<file path="src/rtl/lvds_align_pkg.sv">
// lvds_align_pkg: shared state encoding and parameter defaults for the
// LVDS lane alignment controller.
package lvds_align_pkg;

    localparam int unsigned DEF_NLANES        = 4;
    localparam int unsigned DEF_WIDTH         = 8;
    localparam logic [7:0]  DEF_TRAIN_PAT     = 8'h1E;
    localparam int unsigned DEF_SETTLE_CYCLES = 16;
    localparam int unsigned DEF_MATCH_COUNT   = 32;

    typedef enum logic [2:0] {
        ST_IDLE   = 3'd0,
        ST_SETTLE = 3'd1,
        ST_CHECK  = 3'd2,
        ST_SLIP   = 3'd3,
        ST_NEXT   = 3'd4,
        ST_LOCKED = 3'd5,
        ST_FAIL   = 3'd6
    } align_state_t;

endpackage

</file>
<file path="src/rtl/lvds_align_lane_chk.sv">
// lvds_align_lane_chk: picks the word of the lane currently being trained,
// compares it with the training pattern and counts consecutive matches.
module lvds_align_lane_chk
    import lvds_align_pkg::*;
#(
    parameter int unsigned       NLANES      = DEF_NLANES,
    parameter int unsigned       WIDTH       = DEF_WIDTH,
    parameter logic [WIDTH-1:0]  TRAIN_PAT   = WIDTH'(DEF_TRAIN_PAT),
    parameter int unsigned       MATCH_COUNT = DEF_MATCH_COUNT,
    parameter int unsigned       LW          = 2
) (
    input  logic                     clk,
    input  logic                     rst,
    input  logic [LW-1:0]            i_lane,
    input  logic [NLANES*WIDTH-1:0]  i_rx_data,
    input  logic                     i_clr,
    input  logic                     i_inc,
    output logic                     o_match,
    output logic                     o_done
);

    localparam int unsigned CW = $clog2(MATCH_COUNT + 1);
    localparam logic [CW-1:0] CNT_LAST = CW'(MATCH_COUNT - 1);

    logic [WIDTH-1:0] w_word;
    logic [CW-1:0]    r_cnt;

    // Current lane word and match decode
    always_comb begin
        w_word  = i_rx_data[i_lane*WIDTH +: WIDTH];
        o_match = (w_word == TRAIN_PAT);
        o_done  = o_match && (r_cnt == CNT_LAST);
    end

    // Consecutive-match counter; cleared whenever the lane is not being checked
    always_ff @(posedge clk or posedge rst) begin
        if (rst) begin
            r_cnt <= '0;
        end else if (i_clr) begin
            r_cnt <= '0;
        end else if (i_inc && o_match && !o_done) begin
            r_cnt <= r_cnt + 1'b1;
        end
    end

endmodule

</file>
<file path="src/rtl/lvds_align_ctrl.sv">
// lvds_align_ctrl: sequential per-lane word alignment using bitslip pulses
// against a known training pattern.
// Optional feature: define LVDS_ALIGN_STATS_EN to add the 16-bit saturating
// slip_total output counting bitslip pulses since the last start.
module lvds_align_ctrl
    import lvds_align_pkg::*;
#(
    parameter int unsigned       NLANES        = DEF_NLANES,
    parameter int unsigned       WIDTH         = DEF_WIDTH,
    parameter logic [WIDTH-1:0]  TRAIN_PAT     = WIDTH'(DEF_TRAIN_PAT),
    parameter int unsigned       SETTLE_CYCLES = DEF_SETTLE_CYCLES,
    parameter int unsigned       MATCH_COUNT   = DEF_MATCH_COUNT
) (
    input  logic                     clk,
    input  logic                     rst,
    input  logic                     start,
    input  logic [NLANES*WIDTH-1:0]  rx_data,
    output logic                     tx_train,
    output logic [NLANES-1:0]        bitslip,
    output logic                     busy,
    output logic                     locked,
    output logic                     fail,
    output logic [NLANES-1:0]        lane_ok
`ifdef LVDS_ALIGN_STATS_EN
    ,
    output logic [15:0]              slip_total
`endif
);

    localparam int unsigned LW  = (NLANES > 1) ? $clog2(NLANES) : 1;
    localparam int unsigned SW  = (WIDTH > 1) ? $clog2(WIDTH) : 1;
    localparam int unsigned STW = (SETTLE_CYCLES > 1) ? $clog2(SETTLE_CYCLES) : 1;

    localparam logic [LW-1:0]  LANE_LAST   = LW'(NLANES - 1);
    localparam logic [SW-1:0]  SLIP_LAST   = SW'(WIDTH - 1);
    localparam logic [STW-1:0] SETTLE_LAST = STW'(SETTLE_CYCLES - 1);

    align_state_t      r_state;
    logic [LW-1:0]     r_lane;
    logic [SW-1:0]     r_slip_cnt;
    logic [STW-1:0]    r_settle_cnt;
    logic [NLANES-1:0] r_lane_ok;

    logic w_restart;
    logic w_match;
    logic w_done;
    logic w_chk_clr;
    logic w_chk_inc;

    // Start is honoured only from the resting states
    always_comb begin
        w_restart = start && ((r_state == ST_IDLE) ||
                              (r_state == ST_LOCKED) ||
                              (r_state == ST_FAIL));
        w_chk_inc = (r_state == ST_CHECK);
        w_chk_clr = (r_state != ST_CHECK);
    end

    lvds_align_lane_chk #(
        .NLANES      (NLANES),
        .WIDTH       (WIDTH),
        .TRAIN_PAT   (TRAIN_PAT),
        .MATCH_COUNT (MATCH_COUNT),
        .LW          (LW)
    ) u_lane_chk (
        .clk       (clk),
        .rst       (rst),
        .i_lane    (r_lane),
        .i_rx_data (rx_data),
        .i_clr     (w_chk_clr),
        .i_inc     (w_chk_inc),
        .o_match   (w_match),
        .o_done    (w_done)
    );

    // Alignment sequencer: settle, check, slip or advance lane
    always_ff @(posedge clk or posedge rst) begin
        if (rst) begin
            r_state      <= ST_IDLE;
            r_lane       <= '0;
            r_slip_cnt   <= '0;
            r_settle_cnt <= '0;
            r_lane_ok    <= '0;
        end else if (w_restart) begin
            r_state      <= ST_SETTLE;
            r_lane       <= '0;
            r_slip_cnt   <= '0;
            r_settle_cnt <= '0;
            r_lane_ok    <= '0;
        end else begin
            case (r_state)
                ST_SETTLE: begin
                    if (r_settle_cnt == SETTLE_LAST) begin
                        r_settle_cnt <= '0;
                        r_state      <= ST_CHECK;
                    end else begin
                        r_settle_cnt <= r_settle_cnt + 1'b1;
                    end
                end
                ST_CHECK: begin
                    if (w_match) begin
                        if (w_done) r_state <= ST_NEXT;
                    end else if (r_slip_cnt == SLIP_LAST) begin
                        r_state <= ST_FAIL;
                    end else begin
                        r_state <= ST_SLIP;
                    end
                end
                ST_SLIP: begin
                    r_slip_cnt <= r_slip_cnt + 1'b1;
                    r_state    <= ST_SETTLE;
                end
                ST_NEXT: begin
                    r_lane_ok[r_lane] <= 1'b1;
                    if (r_lane == LANE_LAST) begin
                        r_state <= ST_LOCKED;
                    end else begin
                        r_lane     <= r_lane + 1'b1;
                        r_slip_cnt <= '0;
                        r_state    <= ST_SETTLE;
                    end
                end
                default: ;
            endcase
        end
    end

    // Outputs decoded straight from state so reset clears them asynchronously
    always_comb begin
        busy     = (r_state == ST_SETTLE) || (r_state == ST_CHECK) ||
                   (r_state == ST_SLIP)   || (r_state == ST_NEXT);
        tx_train = busy;
        locked   = (r_state == ST_LOCKED);
        fail     = (r_state == ST_FAIL);
        lane_ok  = r_lane_ok;
        bitslip  = '0;
        if (r_state == ST_SLIP) bitslip[r_lane] = 1'b1;
    end

`ifdef LVDS_ALIGN_STATS_EN
    logic [15:0] r_slip_total;

    // Saturating count of bitslip pulses since the last accepted start
    always_ff @(posedge clk or posedge rst) begin
        if (rst) begin
            r_slip_total <= '0;
        end else if (w_restart) begin
            r_slip_total <= '0;
        end else if ((r_state == ST_SLIP) && (r_slip_total != '1)) begin
            r_slip_total <= r_slip_total + 1'b1;
        end
    end

    always_comb slip_total = r_slip_total;
`endif

endmodule

</file>
<file path="config.mk">
export PLATFORM = sky130hd
export DESIGN_NAME = lvds_align_ctrl
export DESIGN_NICKNAME = d
export VERILOG_FILES = /design/src/rtl/lvds_align_pkg.sv /design/src/rtl/lvds_align_lane_chk.sv /design/src/rtl/lvds_align_ctrl.sv
export SDC_FILE = /design/constraint.sdc
export NUM_CORES = 1
export LEC_CHECK = 0
export CORE_ASPECT_RATIO = 0.9
export CORE_MARGIN = 1
export CORE_UTILIZATION = 25
export CTS_CLUSTER_SIZE = 12
export DETAILED_ROUTE_END_ITERATION = 8
export GPL_TIMING_DRIVEN = 0
export MAX_ROUTING_LAYER = met4
export SLEW_MARGIN = 20
export SYNTH_ARGS = -nofsm -noshare
export SYNTH_HDL_FRONTEND = slang
export SYNTH_SLANG_ARGS = --single-unit
</file>
<file path="constraint.sdc">
create_clock -name clk -period 1.5 [get_ports clk]
set_input_delay 0.3 -clock clk [delete_from_list [all_inputs] [get_ports clk]]
set_output_delay 0.3 -clock clk [all_outputs]
set_load 0.1 [all_outputs]
</file>
; After elaboration in Yosys (flattened, before gate mapping)
; Index checks and enable logic that the tools add are counted.
[op_classes]
add_sub_neg = 4
order_cmp = 2
eq_ne = 16
shift = 1
muxes = 23
n_bitwise = 1
n_reduce_logical = 20
[op_table]
columns = op, n
row1 = 32-bit by 6-bit indexed part select with 8-bit output, 1
row2 = 3-bit 2-to-1 mux, 8
row3 = 4-bit 2-to-1 mux, 6
row4 = "3-bit == test, second input constant", 4
row5 = 6-bit 2-to-1 mux, 2
row6 = 3-bit one-hot mux with 4 select lines, 1
row7 = "8-bit by 5-bit == test with 1-bit output, second input constant", 1
row8 = "6-bit by 1-bit adder with 6-bit output, second input constant", 1
row9 = "3-bit by 2-bit == test with 1-bit output, second input constant", 2
row10 = "6-bit by 5-bit == test with 1-bit output, second input constant", 1
row11 = 2-bit 2-to-1 mux, 3
row12 = "3-bit inequality test, second input constant", 2
row13 = 3-bit one-hot mux with 2 select lines, 1
row14 = 2-bit nonzero test, 3
row15 = 1-bit logical AND, 5
row16 = 1-bit logical OR, 5
row17 = 5-bit nonzero test, 1
row18 = "4-bit by 1-bit adder with 4-bit output, second input constant", 1
row19 = "4-bit == test, second input constant", 1
row20 = "4-bit inequality test, second input constant", 1
row21 = 4-bit OR, 1
row22 = 2-bit AND reduction, 2
row23 = "3-bit by 1-bit adder with 3-bit output, second input constant", 1
row24 = "3-bit by 1-bit == test with 1-bit output, second input constant", 1
row25 = other kinds (12), 12
[totals]
reg_bits = 22
input_bits = 35
output_inout_bits = 12
word_cells = 73

; Depth between registers and ports, before layout
; Gate-level depths: netlist of run 1.
[logic_depth]
depth_word = 7
depth_mapped = 7
ltp_nobuf = 6

; By module
; A second synthesis of run 1 with hierarchy kept.
[unflattened]
cells_unflattened = 169
hier_area_um2 = 1580.3
[modules_own_cells]
columns = module, instances, cells_per_inst, area_each_um2, seq_area_each_um2
row1 = lvds_align_ctrl, 1, 114, 1047.3, 400.4
row2 = lvds_align_lane_chk, 1, 55, 533.0, 150.1

; Worst setup path before layout of run 1
; Ideal clock, no wire load.
[synth_path]
path_type = flip-flop to output port
startpoint = reg r_state[1]
endpoint = out tx_train
arrival_ns = 2.848
required_ns = 1.200
slack_ns = -1.648
path_stages_with_launch = 5
path_buffers = 2
path_cell_list = dfrtp_1 > clkbuf_1 > nor2_1 > xnor2_1 > buf_4
[synth_between]
elab_chain_cells = 4
elab_cells_between_ends = 7
[synth_lines]
columns = element, line
row1 = start: declaration, lvds_align_ctrl.sv:38  ; align_state_t r_state;
row2 = start signal: assignment, lvds_align_ctrl.sv:79  ; r_state <= ST_IDLE;
row3 = start signal: assignment, lvds_align_ctrl.sv:85  ; r_state <= ST_SETTLE;
row4 = start signal: assignment, lvds_align_ctrl.sv:95  ; r_state <= ST_CHECK;
row5 = 3-bit by 1-bit == test with 1-bit output or 3-bit by 2-bit == test with 1-bit output (tied branches), lvds_align_ctrl.sv:130  ; busy = (r_state == ST_SETTLE) || (r_state == ST_CHECK) ||
row6 = 1-bit logical OR (2 in series), lvds_align_ctrl.sv:130
row7 = 1-bit logical OR *, lvds_align_ctrl.sv:131  ; (r_state == ST_SLIP) || (r_state == ST_NEXT);
row8 = end: declaration, lvds_align_ctrl.sv:18  ; output logic tx_train,
; Every way passes the cells marked *; elsewhere a longest branch is shown, timed or not.

; Worst setup path after layout of run 1
; Same ends and word-level chain as after synthesis.

==> out/results.md, run 1 <==
- Max-Cap Viols: 0
- highest clock frequency the design can meet: 0.5809 GHz
- sort of element at the end of the critical path: output pin
- Worst Setup Slack post-DPL: -1097 ps
- Synth Flop Type: dfrtp_1
- number of buffer cells added on primary ports: 46
- DPL Wire Length: 2815 µm
- antenna violations before repair: 0
- post-place instance area: 2115 µm²
- R2R Path End: r_state[1]
- Chip Width: 82.66 µm
- Vert. Die Dim: 74.60 µm
- cell with the most instances on the worst path: buf_12
- worst hold-check slack: 501.1 ps
- launching element type of the critical path: flip-flop
- # DRC: 0
- Crit path depth: 5
- max-slew violation total from the final report: 0
- IO Count: 47
- Final WS setup: -221.6 ps
- num rows: 26
- crit path kind: flip-flop to output pin
- clk root buf: clkbuf_8
- number of failing hold endpoints at the final stage: 0
- Final nets: 277
- required time reported for the critical path endpoint: 1200 ps
- Max transition margin: 39.95%
- overflow left after global routing: 0
- post-synthesis cell type with the largest combined area: dfrtp_1
- maximum number of pins on one net before global-route repair: 23
- endpoint arrival time on the critical path: 1420 ps
- Worst-Skew Late Latency: 270 ps
- Max Clock Skew: 11.58 ps
- reg-to-reg slack, setup: -130 ps
- number of cells on the worst reg-to-reg path: 9
- count of filler cells inserted in the layout: 523
- final antenna diode count: 0
- Clock Sinks: 22
- netlist area before placement: 1464 µm²
- Worst R2R Start: r_state[1]
- total core area: 5660 µm²
- RSZ-0062 raised after global routing: true
- Slowest-stage cell, CP: dfrtp_1
- number of routed nets with antenna violations: 0
- outcome: complete, but fails checks
- detail-routed via count per cell: 4.848
- multi-input gate area in the final layout: 1146 µm²
- hold buffers post-CTS: 0
- Syn Inst Count: 160
- final number of setup-violating endpoints: 25
- transition at the pin with the smallest max-transition slack: 899.7 ps
- level count of the clock H-tree: 1
- iteration-0 DRC count of the detailed router: 88
- total nets after synthesis: 203
- share of the yosys chip area belonging to registers: 37.61%
- Max Fanout on Critical Path: 4
- sum of buffers and inverters on the critical path: 3
- Avg Cell Area, Syn: 9.149 µm²
- register area: 555.5 µm²
- crit path launch: r_state[1]
- gr usage total: 15.54%
- Post-synth EDFFs: 0
- accumulated negative setup slack: -2779 ps
- Clock Path Buffers: 2
- violated checks: negative setup slack
- vias after detailed routing: 1469
- number of global-route vias before repair: 1500
- maximum vdd ir drop: 0.001555 V
- share of the core filled with cells: 46.93%
- main area contributors after synthesis: dfrtp_1 (38%), ha_1 (6.8%), a22o_1 (4.2%), mux2i_1 (4.1%), nand2_1 (3.8%)
- CTS tree: built
- family with the most delay on the worst path: buffers and inverters
- FFs w/ async S/R, synth: 100.0%
- detail-routed net length per standard cell: 14.66 µm
- detailed-router iteration count before antenna repair: 4
- clock buffers created by TritonCTS: 3
- flops & latches, synth: 22
- growth of design area from synthesis to finish: 81.45%
- portion of the clock cycle consumed by the worst path in the final layout: 114.8%
- fin crit period: 1722 ps
- wire length of the first global-routing pass: 6989 µm
- fraction of final layout cells sized beyond drive strength 1: 51.07%
- Initial Utilization: 25.86%
- post-route design area: 2656 µm²
- worst hold path class: flip-flop to flip-flop
- list of cells traversed by the critical path: clkbuf_8 > nor2_4 > xnor2_4 > buf_12 > buf_12
- power per standard cell area: 1240 nW/µm²
- area share of the largest cell type after synthesis: 37.61%
- floorplan die area: 6166 µm²
- destination of the critical timing path: tx_train
- Critical Path Max Stage Delay: 420 ps
- final WL: 4442 µm
- RD Place Congestion: 0.7554
- number of library cell types mapped by synthesis: 42
- total leakage power: 1.208 nW
- number of warnings issued by yosys: 0
- clock transition at the registers of the reported paths: 90 ps
==> worst reg2reg max path, cell delays in order, from the launching register on <==
cell and delay, ps:
dfrtp_1 420, clkbuf_8 170, buf_6 120, buf_6 130
buf_6 110, buf_8 120, buf_6 130, a21oi_2 140
a21o_1 130, a31oi_1 40
==> cell usage after synthesis (all sizes together), types with 4 or more instances <==
| library cell | number |
|---|---|
| nand3 | 4 |
| a21oi | 10 |
| clkbuf | 4 |
| a22o | 7 |
| nor2 | 14 |
| ha | 8 |
| inv | 9 |
| or4b | 4 |
| nand4b | 5 |
| dfrtp | 22 |
| mux2i | 6 |
| nor3 | 7 |
| nand2 | 15 |
| o21ai | 8 |
| and2 | 4 |
==> power breakdown <==
| part | internal [mW] | switching, mW | leakage [nW] |
|---|---|---|---|
| sequential | 0.710 | 0.131 | 0.290 |
| clock | 0.190 | 0.198 | 0.0228 |
| combinational | 0.990 | 1.07 | 0.896 |
==> timing repair <==
action                                  in CTS  in global routing
resized for setup                          175                 52
buffers inserted                            17                  7
gates cloned                                 0                  0
pin swaps                                   19                 25
endpoints found under the setup margin      25                 32
==> final cells by class <==
type,count,share of cell area [%]
well taps,70,3.297
multi-input cells,122,43.15
flip-flops and latches,22,20.91
plain buffers,6,2.967
inverters,9,1.460
repair buffers,70,26.52
clock buffers,4,1.696
==> through the flow <==
stage	power, mW	instances
after floorplan	1.912	160
after global placement	2.241	276
after detailed placement	2.248	276
after CTS	2.898	296
after global routing	3.512	303
final	3.293	303
==> worst min path at each step <==
stage               cells past startpoint        from  slack [ps]          to
floorplan                               1         rst         290  lane_ok[0]
global placement                        1  lane_ok[3]         480  lane_ok[3]
detailed placement                      1  lane_ok[0]         490  lane_ok[0]
CTS                                     1  lane_ok[0]         510  lane_ok[0]
global route                            1  lane_ok[0]         520  lane_ok[0]
finish                                  1  lane_ok[3]         500  lane_ok[3]
==> sequential cells by signal, indices dropped and copies added (netlist names) <==
| name | cells |
|---|---|
| r_state | 3 |
| lane_ok | 4 |
| r_lane | 2 |
| u_lane_chk.r_cnt | 6 |
| r_settle_cnt | 4 |
| r_slip_cnt | 3 |
==> kinds of logic (layout without fill, tap and decap cells) <==
| kind of cell | Yosys count | after routing | share of synthesized area [%] |
|---|---|---|---|
| AOI/OAI and AO/OA | 38 | 38 | 18.21 |
| xor gates and xnor gates | 3 | 3 | 1.795 |
| adders and majority gates | 8 | 8 | 6.838 |
| buffers and inverters | 16 | 89 | 4.359 |
| DFF | 22 | 22 | 37.61 |
| muxes | 7 | 7 | 4.872 |
| and+or+nand+nor | 66 | 66 | 26.32 |
==> layout by cell type, fill, tap and decap left out, types with 3 or more instances in the layout <==
cell type        count
a211oi_2             3
a21oi_1              4
a21oi_2              5
a22o_1               7
and2_4               4
buf_12               8
buf_2               12
buf_4               15
buf_6               15
clkbuf_8             5
clkdlybuf4s15_1      3
clkdlybuf4s50_1      9
dfrtp_1             18
dfrtp_2              4
dlymetal6s2s_1       8
ha_1                 7
inv_1                5
mux2i_1              6
nand2_1              9
nand2_4              4
nand3_1              3
nand4b_1             5
nor2_1               7
nor2_4               5
nor3_4               5
o21ai_1              3
or4b_4               4
==> metal layers <==
layer	up-vias	routed length (µm)	track usage, %
met5	-	0	-
met4	0	47	4.598
met3	5	143	3.313
met2	30	2204	24.95
met1	704	2046	19.52
li1	730	-	-
No activity file was read; power rests on OpenSTA's default activity.
==> run 2, diff against run 1 <==
--- a/config.mk
+++ b/config.mk
@@ -12,6 +12,7 @@
 export DETAILED_ROUTE_END_ITERATION = 8
 export GPL_TIMING_DRIVEN = 0
 export MAX_ROUTING_LAYER = met4
+export RECOVER_POWER = 50
 export SLEW_MARGIN = 20
 export SYNTH_ARGS = -nofsm -noshare
 export SYNTH_HDL_FRONTEND = slang
==> out/results.md, run 2 (same netlist as run 1, synthesis figures left out) <==
- transition at the pin with the smallest max-transition slack: 900.1 ps, +0.3846 ps
- sort of element at the end of the critical path: output pin
- detail-routed net length per standard cell: 14.66 µm, unchanged
- commonest cells after routing, fill and taps aside: dfrtp_1 (18), buf_6 (15), buf_4 (15)
- total core area: 5660 µm², unchanged
- number of routed nets with antenna violations: 0, unchanged
- Hold Path Stages: 1, unchanged
- Max-Cap Viols: 0, unchanged
- endpoint arrival time on the critical path: 1420 ps, about the same
- iteration-0 DRC count of the detailed router: 88, unchanged
- clock buffers created by TritonCTS: 3, unchanged
- worst hold path class: flip-flop to flip-flop
- Worst R2R Start: r_state[1]
- cell with the most instances on the worst path: buf_12
- worst hold-check slack: 501.1 ps, unchanged
- Critical Path Max Stage Delay: 420 ps, about the same
- maximum number of pins on one net before global-route repair: 23, unchanged
- register with the highest flop count: u_lane_chk.r_cnt
- floorplan die area: 6166 µm², unchanged
- IO Count: 47, unchanged
- Initial Utilization: 25.86%, unchanged
- clk root buf: clkbuf_8
- level count of the clock H-tree: 1, unchanged
- highest clock frequency the design can meet: 0.5809 GHz, unchanged
- hold buffers post-CTS: 0, unchanged
- share of the core filled with cells: 46.93%, unchanged
- CTS tree: built
- fraction of final layout cells sized beyond drive strength 1: 51.07%, unchanged
- RD Place Congestion: 0.7554, unchanged
- required time reported for the critical path endpoint: 1200 ps, about the same
- start point of the worst min-delay path: lane_ok[3]
- total leakage power: 1.208 nW, about the same
- Final WS setup: -221.6 ps, unchanged
- outcome: complete, but fails checks
- antenna violations before repair: 0, unchanged
- Max Fanout on Critical Path: 4, unchanged
- portion of the clock cycle consumed by the worst path in the final layout: 114.8%, unchanged
- final antenna diode count: 0, unchanged
- RSZ-0062 raised after global routing: true
- detailed-router iteration count before antenna repair: 4, unchanged
- Slowest-stage cell, CP: dfrtp_1
- post-place instance area: 2115 µm², unchanged
- leading cell type in the layout, fill and taps excluded: dfrtp_1
- Clock Path Buffers: 2, unchanged
- num rows: 26, unchanged
- Largest register FFs: 6, unchanged
- list of cells traversed by the critical path: clkbuf_8 > nor2_4 > xnor2_4 > buf_12 > buf_12
- power per standard cell area: 1240 nW/µm², about the same
- number of buffer cells added on primary ports: 46, unchanged
- violated checks: negative setup slack
- detail-routed via count per cell: 4.848, unchanged
- final WL: 4442 µm, unchanged
- Clock Sinks: 22, unchanged
- Chip Width: 82.66 µm, unchanged
- reg-to-reg slack, setup: -130 ps, about the same
- # DRC: 0, unchanged
- R2R Path End: r_state[1]
- growth of design area from synthesis to finish: 81.45%, unchanged
- Worst Hold Path EP: lane_ok[3]
- Final nets: 277, unchanged
- wire length of the first global-routing pass: 6989 µm, unchanged
- Max Clock Skew: 11.58 ps, unchanged
- Worst-Skew Late Latency: 270 ps, about the same
- gr usage total: 15.54%, unchanged
- final number of setup-violating endpoints: 25, unchanged
- number of global-route vias before repair: 1500, unchanged
- crit path kind: flip-flop to output pin
- clock transition at the registers of the reported paths: 90 ps, about the same
- post-route design area: 2656 µm², unchanged
- overflow left after global routing: 0, unchanged
- maximum vdd ir drop: 0.001555 V, unchanged
- launching element type of the critical path: flip-flop
- number of cells on the worst reg-to-reg path: 9, unchanged
- DPL Wire Length: 2815 µm, unchanged
- Worst Setup Slack post-DPL: -1097 ps, unchanged
- Max transition margin: 39.93%, about the same
- number of failing hold endpoints at the final stage: 0, unchanged
- Vert. Die Dim: 74.60 µm, unchanged
- max-slew violation total from the final report: 0, unchanged
- fin crit period: 1722 ps, unchanged
- vias after detailed routing: 1469, unchanged
## run 2: cell types whose count changed in the layout (fill, tap and decap cells not counted)
cell             before  now
dlygate4sd3_1         0    1
clkdlybuf4s50_1       9    8
## run 2: metrics by stage
| step | power, mW | setup TNS, ps | instances |
|---|---|---|---|
| after global placement | 2.241 | -17030 | 276 |
| after global routing | 3.511 | -4674 | 303 |
| after CTS | 2.898 | -2201 | 296 |
| after floorplan | 1.912 | -1367 | 160 |
| final | 3.293 | -2779 | 303 |
| after detailed placement | 2.248 | -16750 | 276 |
## run 2: what timing repair did
item                                    4_1_cts  5_1_grt
gates resized for setup                     175       52
endpoints found under the hold margin         0        0
buffers inserted                             17        7
pin swaps                                    19       25
endpoints found under the setup margin       25       32
## run 2: metal layers
metal,track usage [%],vias to the layer above,wire [µm]
met4,4.598,0,47
li1,-,730,-
met2,24.95,30,2205
met5,-,-,0
met1,19.52,704,2044
met3,3.313,5,145
## run 2: critical path: cells and delay by family (launching register included)
family	cells	cell delay, ps
and+or+nand+nor	1	140
DFF	1	420
buffers and inverters	3	440
xor gates and xnor gates	1	150
## run 2: how the worst max path moves through the flow
stage | startpoint | endpoint | slack [ps] | depth (start not counted)
detailed placement | r_state[2] | bitslip[3] | -1100 | 5
CTS | r_state[1] | tx_train | -230 | 5
finish | r_state[1] | tx_train | -220 | 5
floorplan | r_state[1] | tx_train | -270 | 4
global placement | r_state[2] | bitslip[3] | -1090 | 5
global route | r_state[2] | bitslip[1] | -280 | 5
## run 2: report_power, final
group | total (mW) | switching, mW | internal, mW
Sequential | 0.841 | 0.131 | 0.710
Combinational | 2.06 | 1.07 | 0.989
Clock | 0.388 | 0.198 | 0.190
Total | 3.29 | 1.40 | 1.89
## run 2: final cells by class
cell class                 instances  area, µm²
clock buffer                       4      45.04
fill                             523       3004
tap                               70      87.58
buffer                             6      78.83
multi-input combinational        122       1146
timing repair buffer              70      704.4
sequential                        22      555.5
inverter                           9      38.79
==> run 3, diff against run 2 <==
==> constraint.sdc (replaced) <==
create_clock -name clk -period 1.4 [get_ports clk]
set_input_delay 0.28 -clock clk [delete_from_list [all_inputs] [get_ports clk]]
set_output_delay 0.28 -clock clk [all_outputs]
set_load 0.1 [all_outputs]
==> out/results.md, run 3 (same netlist as run 1, synthesis figures left out) <==
- Vert. Die Dim: 74.60 µm, unchanged
- post-route design area: 2725 µm², +2.6%
- clk root buf: clkbuf_8
- antenna violations before repair: 0, unchanged
- Final nets: 282, +1.8%
- post-place instance area: 2126 µm², +0.53%
- commonest cells after routing, fill and taps aside: buf_4 (21), dfrtp_1 (19), clkdlybuf4s50_1 (16)
- placed cells: 276, unchanged
- number of cells on the worst reg-to-reg path: 6, -3
- combinational share of power: 64.6%, +1.9 points
- floorplan die area: 6166 µm², unchanged
- worst hold-check slack: 496.8 ps, -4.246 ps
- total leakage power: 1.157 nW, -4.3%
- leading cell type in the layout, fill and taps excluded: buf_4
- share of the core filled with cells: 48.14%, +1.2 points
- number of routed nets with antenna violations: 0, unchanged
- number of failing hold endpoints at the final stage: 0, unchanged
- max-slew violation total from the final report: 0, unchanged
- final WL: 4721 µm, +6.3%
- required time reported for the critical path endpoint: 1120 ps, -80 ps
- overflow left after global routing: 0, unchanged
- Worst-Skew Late Latency: 280 ps, about the same
- hold buffers post-CTS: 0, unchanged
- worst hold path class: flip-flop to flip-flop
- launching element type of the critical path: flip-flop
- power per standard cell area: 1344 nW/µm², +8.4%
- Worst R2R Start: r_lane[1]
- outcome: complete, but fails checks
- crit path kind: flip-flop to output pin
- total power consumption of the routed design: 3.662 mW, +11%
- wire length of the first global-routing pass: 6906 µm, -1.2%
- Largest register FFs: 6, unchanged
- detail-routed via count per cell: 5.016, +3.5%
- Max-Cap Viols: 0, unchanged
- Clock Path Buffers: 2, unchanged
- number of global-route vias before repair: 1494, -0.40%
- Worst Hold Path EP: lane_ok[3]
- CTS tree: built
- transition at the pin with the smallest max-transition slack: 936.9 ps, +36.76 ps
- fin crit period: 1716 ps
- gr usage total: 15.09%, -0.45 points
- RD Place Congestion: 0.7458, -1.3%
- Max Clock Skew: 18.11 ps, +6.529 ps
- Chip Width: 82.66 µm, unchanged
- level count of the clock H-tree: 1, unchanged
- Max transition margin: 37.47%, -2.5 points
- highest clock frequency the design can meet: 0.5826 GHz
- num rows: 26, unchanged
- maximum number of pins on one net before global-route repair: 23, unchanged
- clock power share: 11.8%, about the same
- # DRC: 0, unchanged
- total core area: 5660 µm², unchanged
- Worst Setup Slack post-DPL: -1173 ps, -76.22 ps
- Reg power frac: 23.6%, -1.9 points
- Final WS setup: -316.3 ps, -94.75 ps
- number of buffer cells added on primary ports: 46, unchanged
- clock transition at the registers of the reported paths: 100 ps, about the same
- Clock Sinks: 22, unchanged
- Initial Utilization: 25.86%, unchanged
- final number of setup-violating endpoints: 28, +12%
- Critical Path Max Stage Delay: 420 ps, about the same
- clock buffers created by TritonCTS: 3, unchanged
- internal power: 2.103 mW, +11%
- iteration-0 DRC count of the detailed router: 64, -27%
- maximum vdd ir drop: 0.001492 V, -4.0%
- violated checks: negative setup slack
- portion of the clock cycle consumed by the worst path in the final layout: 122.6%
- final standard cell count with taps included and fillers excluded: 308, +1.7%
- start point of the worst min-delay path: lane_ok[3]
- detail-routed net length per standard cell: 15.33 µm, +4.6%
- Net Sw Power: 1.559 mW, +11%
- Hold Path Stages: 1, unchanged
- Max Fanout on Critical Path: 5, +1
- fraction of final layout cells sized beyond drive strength 1: 52.10%, +1.0 points
- Switching Fraction: 42.57%, -0.071 points
- RSZ-0062 raised after global routing: true
- vias after detailed routing: 1545, +5.2%
- reg-to-reg slack, setup: -270 ps, -140 ps
- R2R Path End: u_lane_chk.r_cnt[5]
- Slowest-stage cell, CP: dfrtp_2
- register with the highest flop count: u_lane_chk.r_cnt
- list of cells traversed by the critical path: clkinvlp_4 > ha_2 > and2_4 > buf_12
- DPL Wire Length: 2819 µm, +0.16%
- final antenna diode count: 0, unchanged
- accumulated negative setup slack: -5109 ps, -2330 ps
- endpoint arrival time on the critical path: 1440 ps, +20 ps
- growth of design area from synthesis to finish: 86.15%
- detailed-router iteration count before antenna repair: 4, unchanged
- sort of element at the end of the critical path: output pin
- IO Count: 47, unchanged
[run 3: cell types whose count changed in the layout (fill, tap and decap cells not counted), moves of 4 or more]
cell,before,now
buf_8,1,5
dlymetal6s2s_1,8,0
ha_1,7,3
clkdlybuf4s50_1,8,16
buf_6,15,8
ha_2,0,4
buf_4,15,21
[run 3: how the worst max path moves through the flow]
stage	start	endpoint	slack [ps]	cells after the start
2_1_floorplan	r_state[1]	tx_train	-350	4
3_3_place_gp	r_state[2]	bitslip[1]	-1160	5
3_5_place_dp	r_state[2]	bitslip[1]	-1170	5
4_1_cts	r_state[1]	tx_train	-320	5
5_1_grt	r_state[1]	tx_train	-350	5
6_report	r_lane[1]	bitslip[1]	-320	4
[run 3: repair_timing]
item / 4_1_cts / 5_1_grt
gates cloned: 0 / 1
pin swaps: 19 / 26
setup buffers: 15 / 13
resized for setup: 167 / 54
endpoints found under the setup margin: 31 / 30
endpoints found under the hold margin: 0 / 0
[run 3: layout make-up]
class,count,area [µm²]
flip-flops and latches,22,554.3
well taps,70,87.58
clock buffers,4,45.04
repair buffers,74,724.4
inverters,9,42.54
plain buffers,7,97.59
fillers,510,2935
multi-input cells,122,1174
[run 3: power by group through the flow]
stage / Sequential (mW) / Clock [mW] / Combinational (mW)
2_1_floorplan: 0.865 / 0 / 1.19
3_3_place_gp: 0.860 / 0 / 1.54
3_5_place_dp: 0.860 / 0 / 1.56
4_1_cts: 0.850 / 0.436 / 1.81
5_1_grt: 0.874 / 0.461 / 2.52
6_report: 0.865 / 0.433 / 2.36
[run 3: metal layers]
layer,global-route usage [%],vias to the layer above,wire (µm)
met5,-,-,0
met4,2.107,0,59
met3,3.067,11,185
met2,25.05,44,2373
met1,19.34,753,2103
li1,-,737,-
[run 3: critical path: cells and delay by family, from the launching register on]
kind	cells	cell delay (ps)
flip-flops	1	420
adder cells (fa/ha/maj)	1	240
buffers and inverters	2	350
AND/OR/NAND/NOR	1	140
